<file path="config.mk">
export PLATFORM = sky130hd
export DESIGN_NAME = segmentation_v2
export DESIGN_NICKNAME = d
export VERILOG_FILES = /design/src/rtl/segmentation_v2.sv
export SDC_FILE = /design/constraint.sdc
export NUM_CORES = 1
export LEC_CHECK = 0
export BUFFER_PORTS_ARGS = -buffer_cell sky130_fd_sc_hd__buf_4
export CORE_ASPECT_RATIO = 2
export CORE_MARGIN = 1
export CORE_UTILIZATION = 55
export CTS_BUF_LIST = sky130_fd_sc_hd__clkbuf_8
export CTS_CLUSTER_DIAMETER = 60
export DETAILED_ROUTE_END_ITERATION = 7
export GPL_TIMING_DRIVEN = 0
export PLACE_DENSITY = 0.83
export SYNTH_ARGS = -nofsm -noshare
export SYNTH_HDL_FRONTEND = slang
export SYNTH_SLANG_ARGS = --single-unit
</file>
<file path="constraint.sdc">
create_clock -name clock -period 4.9 [get_ports clock]
set_input_delay 1.225 -clock clock [delete_from_list [all_inputs] [get_ports clock]]
set_output_delay 1.225 -clock clock [all_outputs]
set_load 0.03 [all_outputs]
</file>
<file path="src/rtl/segmentation_v2.sv">
// DAC segmentation: splits a signed sample into coarse MSB and fine LSB codes,
// noise-shaping the truncation residue with first- or second-order error feedback.
module segmentation_v2 #(
  parameter int IN_W  = 5,
  parameter int F     = 1,
  parameter int CO_W  = 4,
  parameter int C_OFS = 9,
  parameter int F_OFS = 3
) (
  input  logic              clock,
  input  logic              rst,
  input  logic              clk_en,
  input  logic              order_sel,
  input  logic [IN_W-1:0]   in_i,
  output logic [CO_W+1:0]   coarse_o,
  output logic [F+2:0]      fine_o,
  output logic              valid_o,
  output logic              sat_o,
  output logic [7:0]        sat_cnt_o
);
  localparam int W = IN_W + 3;
  localparam logic signed [W-1:0] C_MAX = W'((1 << (CO_W - 1)) - 1);
  localparam logic signed [W-1:0] C_MIN = -C_MAX - W'(1);
  localparam logic signed [W-1:0] FN_MAX = W'((1 << (F + 1)) - 1);
  localparam logic signed [W-1:0] FN_MIN = -FN_MAX - W'(1);

  logic signed [IN_W-1:0] a_d;
  logic [F-1:0]           r1, r2;
  logic                   ord_q;
  logic                   primed;

  logic signed [W-1:0] a_ext, r1_ext, r2_ext, v, c_raw, c_sat_w, fine_full;
  logic signed [CO_W-1:0] c_sat;
  logic signed [F+1:0]    fine_c;
  logic                   sat;
  logic [F-1:0]           r_new;
  logic                   clr;
  logic [CO_W+1:0]        coarse_nxt;
  logic [F+2:0]           fine_nxt;

  always_comb begin
    a_ext  = W'(a_d);
    r1_ext = {{(W-F){1'b0}}, r1};
    r2_ext = {{(W-F){1'b0}}, r2};
    if (ord_q) v = a_ext + (r1_ext <<< 1) - r2_ext;
    else       v = a_ext + r1_ext;
    c_raw = v >>> F;
    if (c_raw > C_MAX)      c_sat_w = C_MAX;
    else if (c_raw < C_MIN) c_sat_w = C_MIN;
    else                    c_sat_w = c_raw;
    sat    = (c_raw != c_sat_w);
    c_sat  = c_sat_w[CO_W-1:0];
    r_new  = v[F-1:0];
    fine_full = (c_sat_w <<< F) - a_ext;
    if (fine_full > FN_MAX)      fine_c = FN_MAX[F+1:0];
    else if (fine_full < FN_MIN) fine_c = FN_MIN[F+1:0];
    else                         fine_c = fine_full[F+1:0];
    // Offsets wrap modulo the output width.
    coarse_nxt = {{2{c_sat[CO_W-1]}}, c_sat} + (CO_W+2)'(C_OFS);
    fine_nxt   = {fine_c[F+1], fine_c} + (F+3)'(F_OFS);
    // A clipped code or an order change drops the residue history.
    clr = sat | (order_sel != ord_q);
  end

  always_ff @(posedge clock) begin
    if (rst) begin
      a_d       <= '0;
      r1        <= '0;
      r2        <= '0;
      ord_q     <= 1'b0;
      primed    <= 1'b0;
      coarse_o  <= (CO_W+2)'(C_OFS);
      fine_o    <= (F+3)'(F_OFS);
      valid_o   <= 1'b0;
      sat_o     <= 1'b0;
      sat_cnt_o <= '0;
    end else if (clk_en) begin
      a_d      <= in_i;
      r2       <= clr ? '0 : r1;
      r1       <= clr ? '0 : r_new;
      ord_q    <= order_sel;
      primed   <= 1'b1;
      coarse_o <= coarse_nxt;
      fine_o   <= fine_nxt;
      valid_o  <= primed;
      sat_o    <= sat;
      if (sat && sat_cnt_o != 8'hFF) sat_cnt_o <= sat_cnt_o + 8'd1;
    end else begin
      valid_o <= 1'b0;
    end
  end
endmodule

</file>
After elaboration in Yosys (flattened, before gate mapping)

Index checks and enable logic that the tools add are counted.
W data, S select, Z words.

Bits in registers: 29
Input bits: 9
Output and inout bits: 20
Word-level logic and storage cells: 36

Add/subtract/negate cells: 7
$lt $le $gt $ge: 4
Equality and inequality tests: 3
Mux-type cells: 7
Bitwise logic cells: 2
Reductions and logical operators: 3

Operators by type and width:

| cell                  | count |
|---|---|
| $mux W8               | 3 |
| $add A8 B1 Y8 const B | 1 |
| $gt A8 B3 Y1 const B  | 1 |
| $lt A8 B3 Y1 const B  | 1 |
| $ne A7 B8 Y1          | 1 |
| $ne A8 B8 Y1 const B  | 1 |
| $sub A8 B5 Y8         | 1 |
| $gt A7 B4 Y1 const B  | 1 |
| $lt A7 B4 Y1 const B  | 1 |
| $sub A6 B2 Y7         | 1 |
| $add A4 B5 Y6 const B | 1 |
| $add A5 B2 Y6         | 1 |
| $add A5 B3 Y6         | 1 |
| $mux W3               | 2 |
| $add A3 B3 Y4 const B | 1 |
| $mux W1               | 2 |
| $reduce_and A2 Y1     | 1 |
| $reduce_or A2 Y1      | 1 |
| $logic_and A1 B1 Y1   | 1 |
| $ne A1 B1 Y1          | 1 |
| $not A1 Y1            | 1 |
| $or A1 B1 Y1          | 1 |

Longest topological paths before layout

Gate-level depths: netlist (run 1).

Word-level depth: 11
Depth in mapped cells: 20
Mapped depth without buffers: 20

Worst setup path before layout (run 1)

Ideal clock, no wire load.

Kind: register to register
From: register a_d[1]
To: register fine_o[2]
Library setup time: 0.086 ns
Arrival time: 4.093 ns
Setup slack: 0.721 ns
Cell stages (with the launch flop): 20
Buffers on the path: 0
Clock period less this slack: 4.179 ns
Cells stage by stage: dfxtp_1 > inv_1 > ha_1 > inv_1 > ha_1 > fa_1 > a211o_1 > o211ai_1 > and4_1 > nor2_1 > o21ai_0 > ha_1 > a211oi_1 > nor2_1 > a311oi_1 > a41oi_1 > a21oi_1 > ha_1 > xor2_1 > a211oi_1

Longest elaborated chain between the ends: 11
Elaborated cells on any way between the ends: 14
Classes of those cells: add/sub (5); order compare (4); mux (5)

Ends and longest elaborated chain:

| item                   | line | RTL |
|---|---|---|
| start, declared        | 27   | `logic signed [IN_W-1:0] a_d;` |
| start signal, assigned | 78   | `a_d <= in_i;` |
| $add A5 B3 Y6          | 45   | `if (ord_q) v = a_ext + (r1_ext <<< 1) - r2_ext;` |
| $sub A6 B2 Y7          | 45   |  |
| $mux W8                | 45   |  |
| $lt A7 B4 Y1           | 49   | `else if (c_raw < C_MIN) c_sat_w = C_MIN;` |
| $mux W8                | 49   |  |
| $mux W8                | 48   | `if (c_raw > C_MAX) c_sat_w = C_MAX;` |
| $sub A8 B5 Y8 (*)      | 54   | `fine_full = (c_sat_w <<< F) - a_ext;` |
| $lt A8 B3 Y1           | 56   | `else if (fine_full < FN_MIN) fine_c = FN_MIN[F+1:0];` |
| $mux W3                | 56   |  |
| $mux W3 (*)            | 55   | `if (fine_full > FN_MAX) fine_c = FN_MAX[F+1:0];` |
| $add A3 B3 Y4 (*)      | 60   | `fine_nxt = {fine_c[F+1], fine_c} + (F+3)'(F_OFS);` |
| end signal, assigned   | 73   | `fine_o <= (F+3)'(F_OFS);` |
| end signal, assigned   | 84   | `fine_o <= fine_nxt;` |
| end, declared          | 16   | `output logic [F+2:0] fine_o,` |

Mark *: on every way between the ends. The rest lies on a longest branch, timed or not.
A chain may end at the register's enable or synchronous reset.

Worst setup path in the final report (run 1)

Ends and elaborated chain as after synthesis.

==> out/qor.csv, run 1 <==
metric,value,unit
holdCritPathClass,reg -> reg,
core_area,0.003607,mm²
power.density,287.6,mW/mm²
route.detailed.drc,0,
crit_required,5.08,ns
fin_nets,309,
vias_per_cell,5.791,
p_leak,1.038,nW
seq_area_frac_synth,27.10,%
synthTopCellsByArea,"dfxtp_1 (27%), ha_1 (12%), mux2i_1 (5.8%)",
async_reset_ff_share,0,%
diodes,0,
clk_latency,0.27,ns
synth_enable_flop_cells,0,
ys_ff_latch,28,
wl_per_cell,14.26,µm
grt_antenna_before_repair,0,
drt-total-wl,4.635,mm
grt_max_degree,15,
place_area,0.002325,mm²
crit_end,fine_o[2]$_SDFFE_PP0P_,
htree_levels,1,
setup_viol,0,
maxCapViolations,0,
worst_setup_path_end_kind,flop,
fmax,222.3,MHz
clk_path_buf_depth,2,
cp_max_fo,5,
grt_overflow,0,
reg2reg_depth,19,
finalMaxSlewViolations,0,
die-area,0.004024,mm²
drt_iter0_markers,41,
cts_root_buf,clkbuf_8,
ir_drop,0.0001625,V
synth_common_cells,"dfxtp_1 (28), nor2_1 (28), ha_1 (20)",
grt_first_pass_wirelength,7.286,mm
final_area,0.002389,mm²
cts_resized,0,
synth.distinct_cells,57,
slew_headroom,60.50,%
gp_congestion,0.8751,
netlist_area,0.002068,mm²
period_share,91.81,%
crit-reg2reg-launch,a_d[1]$_SDFFE_PP0P_,
grt.total_usage,24.34,%
hpwl,3.813,mm
io_pins,29,
crit_start,a_d[1]$_SDFFE_PP0P_,
fin_crit,4.498,ns
synth_top_area_share,27.10,%
hold_buffers,0,
clock_skew,0.003319,ns
worst-setup-path-type,reg -> reg,
grt_pass1_vias,1755,
numCtsBuffers,3,
cpMostUsedCell,ha_1,
numClockSinks,28,
syn-num-nets,278,
num_vias,1882,
cp-start-kind,flop,
die_h,88.72,µm
syn_inst,247,
crit_chain,inv_1 -> ha_1 -> inv_1 -> ha_1 -> fa_1 -> a211o_1 -> o211ai_1 -> and4_1 -> nor2_1 -> o21ai_1 -> ha_1 -> a211oi_2 -> nor2_1 -> a311oi_2 -> a41oi_1 -> a21oi_2 -> ha_1 -> xor2_1 -> a211oi_1,
rrSetupSlack,0.40,ns
dr.pass1.iters,6,
dieWidth,45.36,µm
initial_core_util,57.34,%
holdWs,0.4582,ns
critPathSlowestCell,dfxtp_1,
rows,31,
cp_slowest_stage_delay,0.44,ns
port_buffers,26,
status,"finished, final reports clean",
postCtsSetupBuffers,0,
synth_top_flop_cell,dfxtp_1,
cts_tree,done,
synthToLayoutAreaGrowth,15.49,%
clkTransAtPathRegs,0.09,ns
synth_top_area_cell,dfxtp_1,
hold_viol,0,
rr_endpoint,fine_o[2]$_SDFFE_PP0P_,
post_synth.cell_area_avg,8.373,µm²
worstMarginPinSlew,0.5926,ns
drtAntennaViolNets,0,
layout-drive-gt1-share,15.94,%
ys_warn_count,0,
cp_data_arrival_time,4.68,ns
[power by group]
part	switching [W]	internal [W]	leakage, nW	total [W]
sequential	0.0000134	0.000244	0.229	0.000258
combinational	0.000180	0.000127	0.787	0.000307
clock	0.0000668	0.0000552	0.0216	0.000122
[flip-flops by register name, summed over array words and instances, names as in the netlist]
register,flops
valid_o,1
coarse_o,5
sat_cnt_o,8
a_d,5
fine_o,4
ord_q,1
r2,1
sat_o,1
r1,1
primed,1
[stage by stage]
| stage | instances | utilization, % | power [W] | setup WS, ns | setup TNS (ns) |
|---|---|---|---|---|---|
| 6_report | 325 | 66.22 | 0.0006871 | 0.4015 | 0 |
| 5_1_grt | 325 | 66.22 | 0.0007304 | -0.00004619 | -0.00004619 |
| 4_1_cts | 325 | 65.59 | 0.0006745 | 0.1142 | 0 |
| 3_5_place_dp | 322 | 64.45 | 0.0005567 | 0.1479 | 0 |
| 3_3_place_gp | 322 | 64.45 | 0.0005500 | 0.2160 | 0 |
| 2_1_floorplan | 247 | - | 0.0004849 | 0.7212 | 0 |
[kinds of logic (layout without fill, tap and decap cells)]
kind of cell               Yosys count  after routing  synth area share, %
and+or+nand+nor                     79             79                20.08
AOI/OAI and AO/OA                   62             62                20.93
buffers and inverters               30             59                6.110
DFF                                 28             28                27.10
adders and majority gates           22             22                14.04
muxes                               14             14                6.897
xor gates and xnor gates            11             11                4.659
other                                1              1               0.1813
[how the worst min path moves through the flow]
stage,from,endpoint,slack (ns),depth (start not counted)
after floorplan,primed$_SDFFE_PP0P_,primed$_SDFFE_PP0P_,0.43,2
after global placement,primed$_SDFFE_PP0P_,primed$_SDFFE_PP0P_,0.44,2
after detailed placement,fine_o[0]$_SDFFE_PP1P_,fine_o[0]$_SDFFE_PP1P_,0.45,2
after CTS,fine_o[0]$_SDFFE_PP1P_,fine_o[0]$_SDFFE_PP1P_,0.46,2
after global routing,primed$_SDFFE_PP0P_,primed$_SDFFE_PP0P_,0.48,2
final,fine_o[0]$_SDFFE_PP1P_,fine_o[0]$_SDFFE_PP1P_,0.46,2
[per-layer routing]
layer	global-route usage (%)	wire, µm
met5	0	0
met2	49.54	2702
met3	1.429	56
met4	13.50	161
met1	21.50	1714
[critical path, delay by kind of cell (launching register included)]
kind / cells / cell delay [ns]
xor gates and xnor gates: 1 / 0.06
buffers and inverters: 2 / 0.18
AOI/OAI and AO/OA: 8 / 1.81
DFF: 1 / 0.44
adders and majority gates: 5 / 1.46
and+or+nand+nor: 3 / 0.43
[area by class of cell]
| cell class | instances | area, µm² |
|---|---|---|
| Fill cell | 314 | 1219 |
| Tap cell | 49 | 61.31 |
| Buffer | 12 | 58.81 |
| Timing Repair Buffer | 26 | 195.2 |
| Multi-Input combinational cell | 189 | 1404 |
| Inverter | 18 | 67.56 |
| Clock buffer | 3 | 41.29 |
| Sequential cell | 28 | 560.5 |
[cells in the final DEF (no fill, tap or decap), types with 4 or more instances in the layout]
master,Yosys,layout
ha_1,20,20
buf_4,1,27
nand3_1,9,9
inv_1,18,18
nor2_1,28,28
nand4_1,4,4
a21oi_1,18,16
clkbuf_1,7,7
nand2_1,9,9
o21ai_1,3,4
dfxtp_1,28,28
xnor2_1,9,9
mux2i_1,12,12
o21ai_0,11,9
nor3_1,4,4
nor2b_1,4,4
No activity file was read; power rests on OpenSTA's default activity.
==> run 2, diff against run 1 <==
- ABC_AREA: unset -> 1
==> run 2 against run 1 <==
Net effect:
- register-to-register slack better by 0.38 ns
- count of clock-buffer cells in the layout stayed put
- via count rose by 8.4%
- clock power up 3%
- critical path depth grew 9
- flip-flop and latch count did not move
- sequential power is essentially flat
- first-iteration DRC count decreased by 2.4%
==> out/qor.csv, run 2 <==
metric,value,unit,change
synthToLayoutAreaGrowth,14.56,%,
drt_iter0_markers,40,,-2.4%
largest_reg_flops,8,,unchanged
setup_viol,0,,unchanged
grt_pass1_vias,1976,,+13%
cts_root_buf,clkbuf_8,,
ys_warn_count,0,,unchanged
multi_input_area,0.001339,mm²,-4.6%
final_common_cell,nand2_1,,
port_buffers,27,,+3.8%
numCtsBuffers,3,,unchanged
seq_area_frac_synth,26.73,%,-0.37 points
place_area,0.002361,mm²,+1.6%
postCtsSetupBuffers,0,,unchanged
async_reset_ff_share,0,%,unchanged
cp_max_fo,9,,+4
fin_crit,4.119,ns,-0.3796 ns
crit_required,5.07,ns,about the same
worst_setup_path_end_kind,flop,,
ys_ff_latch,28,,unchanged
status,"finished, final reports clean",,
synth_enable_flop_cells,0,,unchanged
numClockSinks,28,,unchanged
clkTransAtPathRegs,0.09,ns,about the same
core_area,0.003646,mm²,+1.1%
grt_first_pass_wirelength,8.010,mm,+9.9%
maxCapViolations,0,,unchanged
cp_top_family,simple AND/OR/NAND/NOR gates,,
wl_per_cell,12.68,µm,-11%
die-area,0.004079,mm²,+1.3%
hold_depth,2,,unchanged
post_synth.cell_area_avg,6.898,µm²,-18%
initial_core_util,57.52,%,+0.18 points
cp_slowest_stage_delay,0.46,ns,+0.02 ns
synthTopCellsByArea,"dfxtp_1 (27%), nand2_1 (15%), ha_1 (12%)",,
vias_per_cell,5.326,,-8.0%
min_to,valid_o$_SDFF_PP0_,,
syn-num-nets,335,,+21%
synth_common_cells,"nand2_1 (84), inv_1 (39), dfxtp_1 (28)",,
synth_xor_xnor_area_share,2.924,%,-1.7 points
critPathSlowestCell,fa_1,,
fmax,242.8,MHz,+9.2%
rrSetupSlack,0.78,ns,+0.38 ns
worst-setup-path-type,reg -> reg,,
hpwl,3.991,mm,+4.7%
die_h,89.33,µm,+0.68%
synth_simple_gate_area_share,34.79,%,+15 points
crit-reg2reg-launch,a_d[1]$_SDFFE_PP0P_,,
gp_congestion,0.8398,,-4.0%
clk_latency,0.28,ns,about the same
syn_inst,304,,+23%
hold_buffers,0,,unchanged
nFillCells,363,,+16%
hold_viol,0,,unchanged
holdCritPathClass,reg -> reg,,
power.density,289.9,mW/mm²,+0.78%
reg2reg_depth,28,,+9
ir_drop,0.0001809,V,+11%
htree_levels,1,,unchanged
route.detailed.drc,0,,unchanged
p_leak,1.194,nW,+15%
fin_nets,367,,+19%
rr_endpoint,fine_o[2]$_SDFFE_PP0P_,,
synth.area.mux_share,0.4773,%,-6.4 points
top_register,sat_cnt_o,,
cts_resized,0,,unchanged
synth_top_area_cell,dfxtp_1,,
final_area,0.002402,mm²,+0.58%
layout-drive-gt1-share,16.77,%,+0.82 points
yosysMostFrequentCell,nand2_1,,
grt_max_degree,15,,unchanged
rsz0062_at_grt,no,,
finalMaxSlewViolations,0,,unchanged
synth_compound_area_share,11.63,%,-9.3 points
dieWidth,45.66,µm,+0.66%
cp_data_arrival_time,4.29,ns,-0.39 ns
dr.pass1.iters,4,,-2
seq_area,560.5,µm²,unchanged
period_share,84.06,%,-7.7 points
yosys.area_share.adder,13.84,%,-0.19 points
synth.distinct_cells,34,,-40%
final_cell_mix,"nand2_1 (84), inv_1 (39), buf_4 (28), dfxtp_1 (28), nor2_1 (22)",,
synth_top_area_share,26.73,%,-0.37 points
io_pins,29,,unchanged
grt_antenna_before_repair,0,,unchanged
drtAntennaViolNets,0,,unchanged
synth_top_family_by_area,simple AND/OR/NAND/NOR gates,,
setup-tns-final,0,ns,unchanged
largestRegisters,"sat_cnt_o x8, a_d x5, coarse_o x5",,
drt-total-wl,4.855,mm,+4.7%
grt.total_usage,26.75,%,+2.4 points
synth_top_flop_cell,dfxtp_1,,
clk_path_buf_depth,2,,unchanged
cts_tree,done,,
cp-start-kind,flop,,
num_vias,2040,,+8.4%
clock_skew,0.006133,ns,+0.002814 ns
cpMostUsedCell,nand2_1,,
hold_path_startpoint,primed$_SDFFE_PP0P_,,
netlist_area,0.002097,mm²,+1.4%
rows,31,,unchanged
diodes,0,,unchanged
path_buf_inv,4,,+2
grt_overflow,0,,unchanged
==> run 2: tightest hold or removal path, cell delays in order (launching register included) <==
cell and delay (ns):
dfxtp_1 0.31, inv_1 0.06, nor2_1 0.04
==> run 2: cells by family after synthesis <==
family          count (synthesis)
simple gates                  154
xor+xnor                        7
mux                             1
buf+inv                        47
compound gates                 44
other cells                     1
flops                          28
fa+ha+maj                      22
==> run 2: report_power, final <==
| group | total [W] | leakage (nW) | internal, W | switching (W) |
|---|---|---|---|---|
| combinational | 0.000314 | 0.943 | 0.000115 | 0.000199 |
| sequential | 0.000257 | 0.230 | 0.000245 | 0.0000120 |
| clock | 0.000126 | 0.0216 | 0.0000553 | 0.0000706 |
| total | 0.000696 | 1.19 | 0.000415 | 0.000281 |
==> run 2: layout make-up <==
class / instances / share of cell area (%)
buffer: 4 / 1.406
tap: 49 / 2.552
inverter: 43 / 6.823
multi-input combinational: 229 / 55.73
clock buffer: 3 / 1.719
sequential: 28 / 23.33
timing repair buffer: 27 / 8.437
==> run 2: how the worst max path moves through the flow <==
stage	from	slack (ns)	depth (start not counted)	to
global placement	a_d[1]$_SDFFE_PP0P_	0.95	28	fine_o[2]$_SDFFE_PP0P_
global route	a_d[1]$_SDFFE_PP0P_	0.31	29	fine_o[2]$_SDFFE_PP0P_
detailed placement	a_d[1]$_SDFFE_PP0P_	0.82	28	fine_o[2]$_SDFFE_PP0P_
CTS	a_d[1]$_SDFFE_PP0P_	0.78	28	fine_o[2]$_SDFFE_PP0P_
finish	a_d[1]$_SDFFE_PP0P_	0.78	28	fine_o[2]$_SDFFE_PP0P_
floorplan	a_d[1]$_SDFFE_PP0P_	1.28	28	fine_o[2]$_SDFFE_PP0P_
==> run 2: metrics by stage <==
step	hold slack [ns]	util, %	total power, W	cells	worst slack, ns
CTS	0.4495	65.89	0.0006964	383	0.7815
finish	0.4478	65.89	0.0006964	383	0.7811
detailed placement	0.4364	64.76	0.0005746	380	0.8166
global route	0.4631	65.89	0.0007515	383	0.3135
global placement	0.4264	64.76	0.0005638	380	0.9528
floorplan	0.4159	-	0.0004963	304	1.277
==> run 2: routing by layer <==
layer | wire, µm | GRT usage, % | share of wire (%)
met3 | 64 | 3.232 | 1.3
met2 | 2846 | 54.68 | 59
met4 | 145 | 13.22 | 3.0
met1 | 1798 | 22.92 | 37
met5 | 0 | 0 | 0
==> run 3, diff against run 2 <==
- clock period: 4.9 -> 3.8 ns (I/O delays scaled with it)
==> run 3 against run 2 <==
Net effect:
- setup slack got worse by 0.64 ns
- count of clock-buffer cells in the layout did not move
- core utilization rose by 6.6 points
- combinational power rose by 56%
- hold slack barely moved
- register-to-register slack got worse by 0.64 ns
- highest routed layer unchanged
- largest cell class unchanged
- clock skew rose by 0.0016 ns
- routed wire length rose by 12%
==> out/qor.csv, run 3 (same netlist as run 2, synthesis figures left out) <==
metric,value,unit,change
status,"finished, final reports clean",,
fin_crit,3.659,ns,-0.4594 ns
cpMostUsedCell,nand2_1,,
num_vias,2133,,+4.6%
critPathSlowestCell,dfxtp_2,,
worst_setup_path_end_kind,flop,,
cts_root_buf,clkbuf_8,,
cp_max_fo,6,,-3
synthToLayoutAreaGrowth,26.07,%,
clkTransAtPathRegs,0.10,ns,about the same
cp-start-kind,flop,,
rows,31,,unchanged
final_cell_mix,"nand2_1 (74), buf_4 (41), inv_1 (33)",,
die-area,0.004079,mm²,unchanged
fin_nets,380,,+3.5%
hpwl,3.991,mm,unchanged
hold_depth,2,,unchanged
crit-reg2reg-launch,a_d[1]$_SDFFE_PP0P_,,
largest_reg_flops,8,,unchanged
totalPowerFinal,0.0009862,W,+42%
worst-setup-path-type,reg -> reg,,
port_buffers,27,,unchanged
drtAntennaViolNets,0,,unchanged
die_h,89.33,µm,unchanged
grt_antenna_before_repair,0,,unchanged
ir_drop,0.0002618,V,+45%
cts_tree,done,,
gp_congestion,0.8398,,unchanged
met1_usage,24.04,%,+1.1 points
rsz0062_at_grt,yes,,
rr_endpoint,fine_o[2]$_SDFFE_PP0P_,,
htree_levels,1,,unchanged
cp_top_family,simple AND/OR/NAND/NOR gates,,
drt_iter0_markers,62,,+55%
wl_per_cell,13.69,µm,+8.0%
hold_buffers,0,,unchanged
io_pins,29,,unchanged
path_buf_inv,4,,unchanged
grt_use_met3,3.434,%,+0.20 points
maxCapViolations,0,,unchanged
grt.total_usage,27.94,%,+1.2 points
power.density,373.0,mW/mm²,+29%
reg2reg_depth,28,,unchanged
clk_path_buf_depth,2,,unchanged
layout-drive-gt1-share,29.97,%,+13 points
min_to,valid_o$_SDFF_PP0_,,
final_common_cell,nand2_1,,
hold_path_startpoint,primed$_SDFFE_PP0P_,,
cp_data_arrival_time,3.83,ns,-0.46 ns
grt_max_degree,15,,unchanged
top_register,sat_cnt_o,,
diodes,0,,unchanged
grt_pass1_vias,2023,,+2.4%
numClockSinks,28,,unchanged
dr.pass1.iters,4,,unchanged
initial_core_util,57.52,%,unchanged
grt_overflow,0,,unchanged
post-place-cells,380,,unchanged
clock_skew,0.007748,ns,+0.001615 ns
fmax,273.3,MHz,+13%
use_met2,56.62,%,+1.9 points
setup_viol,0,,unchanged
core_area,0.003646,mm²,unchanged
cp_slowest_stage_delay,0.37,ns,-0.09 ns
numCtsBuffers,3,,unchanged
drt-total-wl,5.423,mm,+12%
largestRegisters,"sat_cnt_o x8, a_d x5, coarse_o x5",,
rrSetupSlack,0.14,ns,-0.64 ns
holdWs,0.4476,ns,-0.0002600 ns
grt_first_pass_wirelength,8.342,mm,+4.1%
fin_cells,396,,+3.4%
route.detailed.drc,0,,unchanged
crit_required,3.97,ns,-1.10 ns
period_share,96.30,%,+12 points
vias_per_cell,5.386,,+1.1%
holdCritPathClass,reg -> reg,,
hold_viol,0,,unchanged
fin_ws,0.1406,ns,-0.6406 ns
finalMaxSlewViolations,0,,unchanged
pre_cts_ws,-0.2834,ns,-1.100 ns
clk_latency,0.28,ns,about the same
dieWidth,45.66,µm,unchanged
top_usage_layer,met2,,
p_leak,1.270,nW,+6.3%
[run 3: power by group]
group | internal, W | switching (W)
registers | 0.000316 | 0.0000165
clock network | 0.0000714 | 0.0000936
logic | 0.000200 | 0.000289
[run 3: per-stage QoR]
stage,setup TNS (ns),cell area [µm²],utilization (%)
after floorplan,0,2097,-
after global placement,-0.1493,2361,64.76
after detailed placement,-0.3954,2361,64.76
after CTS,0,2477,67.95
after global routing,-0.1218,2644,72.51
final,0,2644,72.51
[run 3: final cells by class]
cell class,instances,area (µm²)
well taps,49,61.31
repair buffers,40,300.3
multi-input cells,229,1465
clock buffers,3,41.29
plain buffers,4,33.78
flip-flops and latches,28,568.0
inverters,43,173.9
fillers,311,1002
[run 3: timing repair]
| action | in CTS | in global routing |
|---|---|---|
| gates resized for setup | 12 | 32 |
| pin swaps | 1 | 18 |
| setup endpoints to repair | 2 | 2 |
| setup buffers | 6 | 7 |
| cloned | 0 | 0 |
[run 3: metal layers]
layer / share of wire, % / routed length [µm] / vias up
met2: 59 / 3177 / 64
met1: 34 / 1838 / 983
met5: 0 / 0 / -
met4: 4.1 / 222 / 0
li1: - / - / 1064
met3: 3.4 / 184 / 22
[run 3: worst max-delay path by stage]
stage | startpoint | to | slack, ns | cells after the start
after floorplan | a_d[1]$_SDFFE_PP0P_ | fine_o[2]$_SDFFE_PP0P_ | 0.18 | 28
after global placement | a_d[1]$_SDFFE_PP0P_ | fine_o[2]$_SDFFE_PP0P_ | -0.15 | 28
after detailed placement | a_d[1]$_SDFFE_PP0P_ | fine_o[2]$_SDFFE_PP0P_ | -0.28 | 28
after CTS | a_d[1]$_SDFFE_PP0P_ | fine_o[2]$_SDFFE_PP0P_ | 0.01 | 28
after global routing | a_d[1]$_SDFFE_PP0P_ | fine_o[2]$_SDFFE_PP0P_ | -0.12 | 30
final | a_d[1]$_SDFFE_PP0P_ | fine_o[2]$_SDFFE_PP0P_ | 0.14 | 28
[run 3: tightest hold or removal path, cell delays in order (launching register included)]
cell,delay (ns)
dfxtp_1,0.31
inv_1,0.06
nor2_1,0.04
